`src/rtl/stage_ex_if.sv`:
```
// Bundle of all execute-stage signals except clk/rst: decoded inputs,
// regfile read port, writeback bypass and the registered EX results.
interface stage_ex_if #(
    parameter int DATA_W     = 32,
    parameter int REG_ADDR_W = 5,
    parameter int ALU_SRC_W  = 1
);
    logic                  en;
    logic                  stall;
    logic                  in_flush;
    logic                  in_reg_wr;
    logic [REG_ADDR_W-1:0] in_reg_addr_rd;
    logic [REG_ADDR_W-1:0] in_reg_addr_r1;
    logic [REG_ADDR_W-1:0] in_reg_addr_r2;
    logic [3:0]            in_alu_op;
    logic [ALU_SRC_W-1:0]  in_alu_src_arg1;
    logic [ALU_SRC_W-1:0]  in_alu_src_arg2;
    logic [DATA_W-1:0]     in_imm;
    logic [REG_ADDR_W-1:0] regfile_addr1;
    logic [REG_ADDR_W-1:0] regfile_addr2;
    logic [DATA_W-1:0]     regfile_data1;
    logic [DATA_W-1:0]     regfile_data2;
    logic                  wb_reg_wr;
    logic [REG_ADDR_W-1:0] wb_reg_addr;
    logic [DATA_W-1:0]     wb_data;
    logic                  out_reg_wr;
    logic [REG_ADDR_W-1:0] out_reg_addr_rd;
    logic [DATA_W-1:0]     out_result;
    logic                  out_flush;
    logic [31:0]           out_retire_cnt;

    modport master (
        output en, stall, in_flush, in_reg_wr, in_reg_addr_rd, in_reg_addr_r1,
               in_reg_addr_r2, in_alu_op, in_alu_src_arg1, in_alu_src_arg2, in_imm,
               regfile_data1, regfile_data2, wb_reg_wr, wb_reg_addr, wb_data,
        input  regfile_addr1, regfile_addr2, out_reg_wr, out_reg_addr_rd,
               out_result, out_flush, out_retire_cnt
    );

    modport slave (
        input  en, stall, in_flush, in_reg_wr, in_reg_addr_rd, in_reg_addr_r1,
               in_reg_addr_r2, in_alu_op, in_alu_src_arg1, in_alu_src_arg2, in_imm,
               regfile_data1, regfile_data2, wb_reg_wr, wb_reg_addr, wb_data,
        output regfile_addr1, regfile_addr2, out_reg_wr, out_reg_addr_rd,
               out_result, out_flush, out_retire_cnt
    );
endinterface

```
`src/rtl/stage_ex.sv`:
```
// Single-cycle execute stage: forwarded operands, ALU, registered result.
// Define STAGE_EX_RETIRE_CNT_EN to build the retired-op counter.
module stage_ex #(
    parameter int DATA_W     = 32,
    parameter int REG_ADDR_W = 5,
    parameter int ALU_SRC_W  = 1
) (
    input  logic      clk,
    input  logic      rst,
    stage_ex_if.slave bus
);
    localparam logic [ALU_SRC_W-1:0] ALU_SRC_IMM = ALU_SRC_W'(1);

    // Newest producer wins: EX result, then writeback, then the regfile.
    function automatic logic signed [DATA_W-1:0] pick_src(
        input logic [REG_ADDR_W-1:0]   addr,
        input logic signed [DATA_W-1:0] rf_data,
        input logic                     ex_vld,
        input logic [REG_ADDR_W-1:0]   ex_addr,
        input logic signed [DATA_W-1:0] ex_data,
        input logic                     wb_vld,
        input logic [REG_ADDR_W-1:0]   wb_addr,
        input logic signed [DATA_W-1:0] wb_data
    );
        if (addr == '0)                      return '0;
        else if (ex_vld && ex_addr == addr)  return ex_data;
        else if (wb_vld && wb_addr == addr)  return wb_data;
        else                                 return rf_data;
    endfunction

    function automatic logic signed [DATA_W-1:0] alu(
        input logic [3:0]               op,
        input logic signed [DATA_W-1:0] a,
        input logic signed [DATA_W-1:0] b
    );
        logic [4:0] shamt;
        shamt = b[4:0];
        case (op)
            4'b0000: return a + b;
            4'b1000: return a - b;
            4'b0001: return a << shamt;
            4'b0010: return (a < b) ? DATA_W'(1) : '0;
            4'b0011: return ($unsigned(a) < $unsigned(b)) ? DATA_W'(1) : '0;
            4'b0100: return a ^ b;
            4'b0101: return $signed($unsigned(a) >> shamt);
            4'b1101: return a >>> shamt;
            4'b0110: return a | b;
            4'b0111: return a & b;
            default: return '0;
        endcase
    endfunction

    logic                      out_reg_wr_q, out_reg_wr_d;
    logic                      out_flush_q, out_flush_d;
    logic [REG_ADDR_W-1:0]     out_reg_addr_q, out_reg_addr_d;
    logic signed [DATA_W-1:0]  out_result_q, out_result_d;
    logic                      capture;
    logic                      vld_p1;
    logic signed [DATA_W-1:0]  src1, src2, op_a, op_b, alu_res;
    logic                      unused_src_arg1;

    // Operand A is always a register source.
    assign unused_src_arg1 = ^bus.in_alu_src_arg1;

    assign bus.regfile_addr1 = bus.in_reg_addr_r1;
    assign bus.regfile_addr2 = bus.in_reg_addr_r2;

    assign capture = bus.en & ~bus.stall;
    assign vld_p1  = out_reg_wr_q & ~out_flush_q;

    // ---- stage p0: operand select and ALU (combinational) ----
    always_comb begin
        src1 = pick_src(bus.in_reg_addr_r1, bus.regfile_data1, vld_p1, out_reg_addr_q,
                        out_result_q, bus.wb_reg_wr, bus.wb_reg_addr, bus.wb_data);
        src2 = pick_src(bus.in_reg_addr_r2, bus.regfile_data2, vld_p1, out_reg_addr_q,
                        out_result_q, bus.wb_reg_wr, bus.wb_reg_addr, bus.wb_data);
        op_a    = src1;
        op_b    = (bus.in_alu_src_arg2 == ALU_SRC_IMM) ? $signed(bus.in_imm) : src2;
        alu_res = alu(bus.in_alu_op, op_a, op_b);
    end

    always_comb begin
        out_reg_wr_d   = out_reg_wr_q;
        out_flush_d    = out_flush_q;
        out_reg_addr_d = out_reg_addr_q;
        out_result_d   = out_result_q;
        if (capture) begin
            out_reg_wr_d   = bus.in_reg_wr & ~bus.in_flush;
            out_flush_d    = bus.in_flush;
            out_reg_addr_d = bus.in_reg_addr_rd;
            out_result_d   = alu_res;
        end
    end

    // ---- stage p1: EX output register ----
    always_ff @(posedge clk or posedge rst) begin
        if (rst) begin
            out_reg_wr_q   <= 1'b0;
            out_flush_q    <= 1'b1;
            out_reg_addr_q <= '0;
            out_result_q   <= '0;
        end else begin
            out_reg_wr_q   <= out_reg_wr_d;
            out_flush_q    <= out_flush_d;
            out_reg_addr_q <= out_reg_addr_d;
            out_result_q   <= out_result_d;
        end
    end

    assign bus.out_reg_wr      = out_reg_wr_q;
    assign bus.out_flush       = out_flush_q;
    assign bus.out_reg_addr_rd = out_reg_addr_q;
    assign bus.out_result      = out_result_q;

`ifdef STAGE_EX_RETIRE_CNT_EN
    logic [31:0] retire_cnt_q, retire_cnt_d;

    always_comb begin
        retire_cnt_d = retire_cnt_q;
        if (capture && !bus.in_flush) retire_cnt_d = retire_cnt_q + 32'd1;
    end

    always_ff @(posedge clk or posedge rst) begin
        if (rst) retire_cnt_q <= '0;
        else     retire_cnt_q <= retire_cnt_d;
    end

    assign bus.out_retire_cnt = retire_cnt_q;
`else
    assign bus.out_retire_cnt = '0;
`endif

endmodule

```
`src/flat_wrapper.sv`:
```
// flat-port wrapper written by rule: the top's interface ports become plain ports
module stage_ex_flat 
#(
    parameter int DATA_W     = 32,
    parameter int REG_ADDR_W = 5,
    parameter int ALU_SRC_W  = 1
)
  (clk, rst, bus_en, bus_stall, bus_in_flush, bus_in_reg_wr, bus_in_reg_addr_rd, bus_in_reg_addr_r1, bus_in_reg_addr_r2, bus_in_alu_op, bus_in_alu_src_arg1, bus_in_alu_src_arg2, bus_in_imm, bus_regfile_data1, bus_regfile_data2, bus_wb_reg_wr, bus_wb_reg_addr, bus_wb_data, bus_regfile_addr1, bus_regfile_addr2, bus_out_reg_wr, bus_out_reg_addr_rd, bus_out_result, bus_out_flush, bus_out_retire_cnt);
  stage_ex_if #(.DATA_W(DATA_W), .REG_ADDR_W(REG_ADDR_W), .ALU_SRC_W(ALU_SRC_W)) bus_i ();
  input  logic clk;
  input  logic rst;
  input wire logic [$bits(bus_i.en)-1:0] bus_en;
  input wire logic [$bits(bus_i.stall)-1:0] bus_stall;
  input wire logic [$bits(bus_i.in_flush)-1:0] bus_in_flush;
  input wire logic [$bits(bus_i.in_reg_wr)-1:0] bus_in_reg_wr;
  input wire logic [$bits(bus_i.in_reg_addr_rd)-1:0] bus_in_reg_addr_rd;
  input wire logic [$bits(bus_i.in_reg_addr_r1)-1:0] bus_in_reg_addr_r1;
  input wire logic [$bits(bus_i.in_reg_addr_r2)-1:0] bus_in_reg_addr_r2;
  input wire logic [$bits(bus_i.in_alu_op)-1:0] bus_in_alu_op;
  input wire logic [$bits(bus_i.in_alu_src_arg1)-1:0] bus_in_alu_src_arg1;
  input wire logic [$bits(bus_i.in_alu_src_arg2)-1:0] bus_in_alu_src_arg2;
  input wire logic [$bits(bus_i.in_imm)-1:0] bus_in_imm;
  input wire logic [$bits(bus_i.regfile_data1)-1:0] bus_regfile_data1;
  input wire logic [$bits(bus_i.regfile_data2)-1:0] bus_regfile_data2;
  input wire logic [$bits(bus_i.wb_reg_wr)-1:0] bus_wb_reg_wr;
  input wire logic [$bits(bus_i.wb_reg_addr)-1:0] bus_wb_reg_addr;
  input wire logic [$bits(bus_i.wb_data)-1:0] bus_wb_data;
  output wire logic [$bits(bus_i.regfile_addr1)-1:0] bus_regfile_addr1;
  output wire logic [$bits(bus_i.regfile_addr2)-1:0] bus_regfile_addr2;
  output wire logic [$bits(bus_i.out_reg_wr)-1:0] bus_out_reg_wr;
  output wire logic [$bits(bus_i.out_reg_addr_rd)-1:0] bus_out_reg_addr_rd;
  output wire logic [$bits(bus_i.out_result)-1:0] bus_out_result;
  output wire logic [$bits(bus_i.out_flush)-1:0] bus_out_flush;
  output wire logic [$bits(bus_i.out_retire_cnt)-1:0] bus_out_retire_cnt;
  assign bus_i.en = bus_en;
  assign bus_i.stall = bus_stall;
  assign bus_i.in_flush = bus_in_flush;
  assign bus_i.in_reg_wr = bus_in_reg_wr;
  assign bus_i.in_reg_addr_rd = bus_in_reg_addr_rd;
  assign bus_i.in_reg_addr_r1 = bus_in_reg_addr_r1;
  assign bus_i.in_reg_addr_r2 = bus_in_reg_addr_r2;
  assign bus_i.in_alu_op = bus_in_alu_op;
  assign bus_i.in_alu_src_arg1 = bus_in_alu_src_arg1;
  assign bus_i.in_alu_src_arg2 = bus_in_alu_src_arg2;
  assign bus_i.in_imm = bus_in_imm;
  assign bus_i.regfile_data1 = bus_regfile_data1;
  assign bus_i.regfile_data2 = bus_regfile_data2;
  assign bus_i.wb_reg_wr = bus_wb_reg_wr;
  assign bus_i.wb_reg_addr = bus_wb_reg_addr;
  assign bus_i.wb_data = bus_wb_data;
  assign bus_regfile_addr1 = bus_i.regfile_addr1;
  assign bus_regfile_addr2 = bus_i.regfile_addr2;
  assign bus_out_reg_wr = bus_i.out_reg_wr;
  assign bus_out_reg_addr_rd = bus_i.out_reg_addr_rd;
  assign bus_out_result = bus_i.out_result;
  assign bus_out_flush = bus_i.out_flush;
  assign bus_out_retire_cnt = bus_i.out_retire_cnt;
  stage_ex #(.DATA_W(DATA_W), .REG_ADDR_W(REG_ADDR_W), .ALU_SRC_W(ALU_SRC_W)) u_core (.clk(clk), .rst(rst), .bus(bus_i));
endmodule
```
`config.mk`:
```
export PLATFORM = sky130hd
export DESIGN_NAME = stage_ex_flat
export DESIGN_NICKNAME = d
export VERILOG_FILES = /design/src/rtl/stage_ex_if.sv /design/src/rtl/stage_ex.sv /design/src/flat_wrapper.sv
export SDC_FILE = /design/constraint.sdc
export NUM_CORES = 1
export LEC_CHECK = 0
export ABC_AREA = 1
export BUFFER_PORTS_ARGS = -buffer_cell sky130_fd_sc_hd__clkbuf_2
export CAP_MARGIN = 20
export CORE_MARGIN = 2
export CORE_UTILIZATION = 45
export DETAILED_ROUTE_END_ITERATION = 7
export PLACE_DENSITY = 0.71
export SYNTH_ARGS = -nofsm -noshare
export SYNTH_HDL_FRONTEND = slang
export SYNTH_SLANG_ARGS = --single-unit
```
`constraint.sdc`:
```
create_clock -name clk -period 11.8 [get_ports clk]
set_clock_uncertainty 0.05 [all_clocks]
set_input_delay 0.59 -clock clk [delete_from_list [all_inputs] [get_ports clk]]
set_output_delay 0.59 -clock clk [all_outputs]
set_load 0.05 [all_outputs]
```
==> results.sh, run 1 <==
export IMPL_status="finished, final reports clean"
export IMPL_drc=0
export IMPL_slew_limit_headroom_pct=22.8
export IMPL_drive_above_1_share_pct=13.1
export IMPL_clock_latency_ns=0.29
export IMPL_p_int_uw=533
export IMPL_period_needed_ns=6.62
export IMPL_grt_pass1_wl_um=93800
export IMPL_syn_area_um2=13300
export IMPL_die_w_um=176
export IMPL_max_freq_mhz=151
export IMPL_core_region_area_um2=28900
export IMPL_start_util_pct=45.9
export IMPL_post_cts_resized=0
export IMPL_yosysSeqAreaShare_pct=7.37
export IMPL_grt_max_degree=70
export IMPL_synth_ff_type="dfrtp_1"
export IMPL_p_leak_uw=0.00782
export IMPL_dp_hpwl_um=50000
export IMPL_cts_made_buffers=5
export IMPL_grt_pass1_vias=16500
export IMPL_yosysWarnings=0
export IMPL_syn_area_per_cell_um2=5.33
export IMPL_antenna_left=0
export IMPL_cp_max_fo=34
export IMPL_p_sw_share_pct=60.6
export IMPL_clock_sinks=39
export IMPL_required_ns=11.93
export IMPL_worstSetupStartpointType="primary input"
export IMPL_ctsHoldBuffers=0
export IMPL_cp_arrival_ns=6.75
export IMPL_async_flop_share_pct=100
export IMPL_max_vdd_ir_drop_mv=0.0799
export IMPL_rsz0062_at_grt="no"
export IMPL_drt_wl_total_um=63400
export IMPL_p_sw_uw=819
export IMPL_final_period_utilization_pct=56.1
export IMPL_htreeDepth=2
export IMPL_synth_edf_count=0
export IMPL_place_port_buffers=208
export IMPL_finalSetupViolCount=0
export IMPL_clk_path_buf_depth=2
export IMPL_hold_violations=0
export IMPL_tns_ns=0
export IMPL_overflow=0
export IMPL_power_frac_clock_pct=13.6
export IMPL_cts_root_buf="clkbuf_16"
export IMPL_via_per_inst=6.15
export IMPL_die_y_um=176
export IMPL_die_area_um2=30800
export IMPL_grt_util_all_layers_pct=39.4
export IMPL_syn_to_final_growth_pct=7.78
export IMPL_worst_setup_path_type="in -> reg"
export IMPL_combPwrFrac_pct=72.2
export IMPL_wl_per_cell_um=21.4
export IMPL_fin_nets=2840
export IMPL_antenna_found_initial=0
export IMPL_cts_tree="done"
export IMPL_drt_iter0_drc=2550
export IMPL_io_pins=242
export IMPL_utilization_pct=49.5
export IMPL_min_path_type="in -> async"
export IMPL_seq_power_share_pct=14.1
export IMPL_gp_congestion=1.09
export IMPL_drv_cap=0
export IMPL_tightest_slew_ns=1.15
export IMPL_powerDensity_nw_per_um2=94.6
export IMPL_num_rows=62
export IMPL_postCtsSetupRepairBufs=0
export IMPL_end_kind="register"
export IMPL_maxSlewViolCount=0
export IMPL_ys_ff_latch=39
export IMPL_num_vias=18200
export IMPL_syn_inst=2489
export IMPL_synth_cell_type_count=56
export IMPL_first_pass_iters=6
export IMPL_clkTransAtPathRegs_ns=0.07
==> worst max-delay path, stage by stage <==
cell      delay [ns]
clkbuf_2        0.13
inv_2           0.09
nand2_1         0.07
a21oi_1         0.18
nand3_2         0.64
inv_2           0.74
nand2_1         0.10
nand3_1         0.09
nand2_1         0.07
nand2_1         0.06
buf_4           0.31
inv_1           0.27
buf_4           0.31
ha_1            0.50
inv_1           0.12
a21oi_1         0.30
a21boi_0        0.33
inv_1           0.14
a21oi_1         0.26
o21bai_1        0.11
or2_2           0.28
nand3_1         0.07
nand2_1         0.05
nor2_1          0.31
nand2_1         0.09
nand3b_1        0.24
nand2_1         0.20
nand2_1         0.07
==> state kept, by name, summed over array words and instances, names as in the netlist <==
register and flops:
u_core.bus.out_reg_addr_rd 5, u_core.bus.out_reg_wr 1, u_core.bus.out_result 32, u_core.bus.out_flush 1
==> layout make-up <==
cell class / instances / area [um2]
fillers: 3203 / 14600
multi-input cells: 2082 / 10600
repair buffers: 228 / 1190
flip-flops and latches: 39 / 977
inverters: 223 / 837
well taps: 384 / 480
clock buffers: 6 / 129
clock inverters: 2 / 60.1
diodes: 2 / 5.00
==> cell usage in the layout (no fill, tap or decap), drive strengths merged, types with 32 or more instances in the layout <==
| cell | netlist | layout |
|---|---|---|
| clkbuf | 55 | 214 |
| nand4 | 45 | 45 |
| nand3 | 448 | 448 |
| dfrtp | 38 | 38 |
| inv | 221 | 221 |
| ha | 98 | 98 |
| a21oi | 145 | 145 |
| conb | 1 | 32 |
| nand2 | 759 | 759 |
| nor2 | 238 | 238 |
| o21ai | 134 | 134 |
==> final timing paths <==
path / slack, ns / depth (start not counted) / to / startpoint
max: 5.18 / 28 / u_core.bus.out_result[17]$_DFFE_PP0P_ / bus_in_reg_addr_r2[4]
min: 0.34 / 3 / u_core.bus.out_reg_addr_rd[0]$_DFFE_PP0P_ / rst
max reg2reg: 5.50 / 26 / u_core.bus.out_result[22]$_DFFE_PP0P_ / u_core.bus.out_reg_wr$_DFFE_PP0P_
min reg2reg: 0.48 / 2 / u_core.bus.out_flush$_DFFE_PP1P_ / u_core.bus.out_flush$_DFFE_PP1P_
max in group asynchronous: 10.97 / 3 / u_core.bus.out_result[21]$_DFFE_PP0P_ / rst
min in group clk: 0.45 / 3 / u_core.bus.out_reg_addr_rd[2]$_DFFE_PP0P_ / bus_in_reg_addr_rd[2]
==> per-stage QoR <==
step / instance area, um2 / hold slack [ns] / setup slack (ns) / power [uW] / std cells
after global routing: 14300 / 0.393 / 4.78 / 1430 / 2964
after CTS: 14300 / 0.362 / 5.54 / 1310 / 2964
final: 14300 / 0.337 / 5.18 / 1350 / 2966
after detailed placement: 14100 / 0.463 / 5.26 / 1130 / 2956
after global placement: 14100 / 0.450 / 5.29 / 1120 / 2955
after floorplan: 13400 / 0.566 / 7.59 / 859 / 2520
==> cell usage after synthesis (all sizes together) (26+ instances only) <==
library cell    n  area [um2]
a21oi         145         726
o21ai         134         674
nand2         759        2910
ha             98        1230
clkbuf         55         206
or2            31         194
a32oi          26         228
nand4          45         288
inv           221         830
buf           121         767
nand3         448        2340
nor2          238         931
dfrtp          38         951
==> logic make-up (layout without fill, tap and decap cells) <==
logic type                 count (synthesis)  count (layout)  synth area share (%)
adders and majority gates                100             100                  9.55
DFF                                       39              39                  7.37
xor gates and xnor gates                   6               6                 0.396
other                                      1              34                0.0283
buffers and inverters                    399             459                  13.7
and+or+nand+nor                         1553            1553                  51.7
AOI/OAI and AO/OA                        391             391                  17.3
==> power by group through the flow <==
stage | logic (uW) | clock network (uW) | registers, uW
2_1_floorplan | 600 | 0 | 259
3_3_place_gp | 927 | 0 | 191
3_5_place_dp | 939 | 0 | 191
4_1_cts | 943 | 183 | 189
5_1_grt | 1050 | 190 | 192
6_report | 977 | 184 | 191
==> metal layers <==
layer  routed length (um)  up-vias  track usage (%)
li1                     -     8406                -
met1                24500     8385             51.0
met2                26900     1240             60.1
met3                 7290      216             7.55
met4                 4750        0             24.9
met5                    0        -                0
Note: power is estimated with default switching activity, not from simulation.
==> run 2, diff against run 1 <==
- ABC_AREA: 1 -> 0
- clock period: 11.8 -> 6.5 ns (I/O delays scaled with it)
==> results.sh, run 2 <==
export IMPL_status="finished, final reports clean"
export IMPL_layout_commonest_cell="clkbuf_2"
export IMPL_synthTopCellsByArea="ha_1, mux2i_1, dfrtp_1, o21ai_0, a21oi_1"
export IMPL_die_w_um=171
export IMPL_synth_edf_count=0
export IMPL_num_vias=16300
export IMPL_num_rows=61
export IMPL_overflow=0
export IMPL_yosysMostFrequentCell="o21ai_0"
export IMPL_start_util_pct=45.4
export IMPL_cts_tree="done"
export IMPL_drive_above_1_share_pct=18.8
export IMPL_worst_setup_path_type="reg -> reg"
export IMPL_met1Wirelength_um=26500
export IMPL_cp_arrival_ns=6.16
export IMPL_cpPeakStageDelay_ns=0.70
export IMPL_drt_wl_total_um=70300
export IMPL_end_kind="register"
export IMPL_crit_buf_inv=0
export IMPL_max_freq_mhz=166
export IMPL_syn_area_um2=12500
export IMPL_crit_family="compound AO/OA/AOI/OAI gates"
export IMPL_grt_pass1_vias=15200
export IMPL_syn_inst=1805
export IMPL_drv_cap=0
export IMPL_powerDensity_nw_per_um2=159
export IMPL_dr_max_layer_used="met4"
export IMPL_htreeDepth=2
export IMPL_maxSlewViolCount=0
export IMPL_tns_ns=0
export IMPL_ctsHoldBuffers=0
export IMPL_required_ns=6.64
export IMPL_die_y_um=171
export IMPL_yosysWarnings=0
export IMPL_drc=0
export IMPL_drt_iter0_drc=2172
export IMPL_wl_per_cell_um=30.3
export IMPL_die_area_um2=29100
export IMPL_wl_met2_um=29000
export IMPL_grt_util_all_layers_pct=47.4
export IMPL_place_port_buffers=208
export IMPL_dp_hpwl_um=54500
export IMPL_via_per_inst=7.01
export IMPL_synth_largest_area_cell="ha_1"
export IMPL_cp_max_fo=33
export IMPL_post_cts_resized=0
export IMPL_io_pins=242
export IMPL_p_leak_uw=0.00606
export IMPL_final_cell_mix="clkbuf_2, o21ai_0, nand2_1"
export IMPL_final_period_utilization_pct=92.6
export IMPL_grt_max_degree=53
export IMPL_clk_path_buf_depth=2
export IMPL_min_path_type="in -> async"
export IMPL_period_needed_ns=6.02
export IMPL_syn_area_per_cell_um2=6.93
export IMPL_synth_ff_type="dfrtp_1"
export IMPL_cts_made_buffers=5
export IMPL_finalSetupViolCount=0
export IMPL_routed_wl_met3_um=7780
export IMPL_worstSetupStartpointType="register"
export IMPL_tightest_slew_ns=1.18
export IMPL_clock_latency_ns=0.32
export IMPL_worstPathCellList="nor2b_1, nand4_1, nor2_4, o31ai_4, nand2_4, ha_1, fa_1, nor2_1, o31ai_1, a311oi_1, o211ai_1, o21ba_2, o21ai_1, o221ai_1, xnor2_1, nor2_1, a2111oi_0, a21oi_1"
export IMPL_cts_root_buf="clkbuf_16"
export IMPL_clkTransAtPathRegs_ns=0.07
export IMPL_core_region_area_um2=27600
export IMPL_syn_to_final_growth_pct=11.2
export IMPL_yosysSeqAreaShare_pct=7.81
export IMPL_fin_nets=2199
export IMPL_ys_top_cells_by_count="o21ai_0, a21oi_1, nand2_1"
export IMPL_hold_violations=0
export IMPL_first_pass_iters=6
export IMPL_antenna_left=0
export IMPL_synth_cell_type_count=97
export IMPL_grt_pass1_wl_um=101000
export IMPL_async_flop_share_pct=100
export IMPL_gp_congestion=1.04
export IMPL_clock_sinks=39
export IMPL_postCtsSetupRepairBufs=0
export IMPL_rsz0062_at_grt="no"
export IMPL_diodes=0
export IMPL_yosys_area_top_type_share_pct=9.80
export IMPL_critical_path_slowest_cell="o31ai_4"
export IMPL_max_vdd_ir_drop_mv=0.116
export IMPL_antenna_found_initial=0
export IMPL_largest_register_ffs=32
export IMPL_slew_limit_headroom_pct=20.9
export IMPL_ys_ff_latch=39
export IMPL_stdcell_area_um2=13900
export IMPL_timing_critical_path_mode_cell="nor2_1"
export IMPL_dpl_instance_area_um2=13800
## run 2: kinds of logic after synthesis
logic type      synth area share (%)
flops                           7.81
xor+xnor                        3.64
mux                             10.7
other cells                   0.0300
compound gates                  39.5
simple gates                    17.5
buf+inv                         10.7
fa+ha+maj                       10.1
## run 2: cell type report
class                      instances  area (um2)
fill                            2823       13700
multi-input combinational       1511       10300
timing repair buffer             279        1570
sequential                        39         977
tap                              378         473
inverter                         102         388
clock buffer                       6         129
clock inverter                     2        12.5
## run 2: worst reg2reg max path: stages (launching register included)
cell	delay [ns]
dfstp_2	0.55
nor2b_1	0.07
nand4_1	0.35
nor2_4	0.25
o31ai_4	0.70
nand2_4	0.14
ha_1	0.28
fa_1	0.56
nor2_1	0.19
o31ai_1	0.12
a311oi_1	0.59
o211ai_1	0.28
o21ba_2	0.35
o21ai_1	0.33
o221ai_1	0.26
xnor2_1	0.19
nor2_1	0.05
a2111oi_0	0.45
a21oi_1	0.12
## run 2: through the flow
stage	power [uW]	instances	setup WS (ns)	util, %	hold slack [ns]
2_1_floorplan	1340	1836	1.30	-	0.423
3_3_place_gp	1850	2309	0.836	49.9	0.439
3_5_place_dp	1850	2309	0.743	49.9	0.451
4_1_cts	2140	2317	0.751	50.5	0.129
5_1_grt	2290	2317	0.289	50.5	0.129
6_report	2210	2317	0.483	50.5	0.0755
## run 2: path summary, 6_finish.rpt
check                                                  startpoint                                        end  slack (ns)  cells after the start
worst max register to register   u_core.bus.out_flush$_DFFE_PP1P_      u_core.bus.out_result[30]$_DFFE_PP0P_        0.48                     18
worst min-delay path                                          rst          u_core.bus.out_reg_wr$_DFFE_PP0P_        0.08                      3
worst max-delay path             u_core.bus.out_flush$_DFFE_PP1P_      u_core.bus.out_result[30]$_DFFE_PP0P_        0.48                     18
max in group asynchronous                                     rst       u_core.bus.out_result[5]$_DFFE_PP0P_        5.77                      3
min in group clk                            bus_in_reg_addr_rd[0]  u_core.bus.out_reg_addr_rd[0]$_DFFE_PP0P_        0.19                      2
worst min register to register  u_core.bus.out_reg_wr$_DFFE_PP0P_          u_core.bus.out_reg_wr$_DFFE_PP0P_        0.46                      2
## run 2: report_power, final
group          internal, uW  switching, uW  total [uW]  leakage [uW]
clock                   143            143         286     0.0000669
combinational           505           1100        1610       0.00547
sequential              266           53.5         319      0.000520
total                   914           1300        2210       0.00606
## run 2: metal layers
layer | vias up | track usage [%]
met5 | - | 0
met4 | 0 | 38.1
met3 | 331 | 10.4
met2 | 1271 | 70.9
met1 | 7675 | 58.6
li1 | 6973 | -
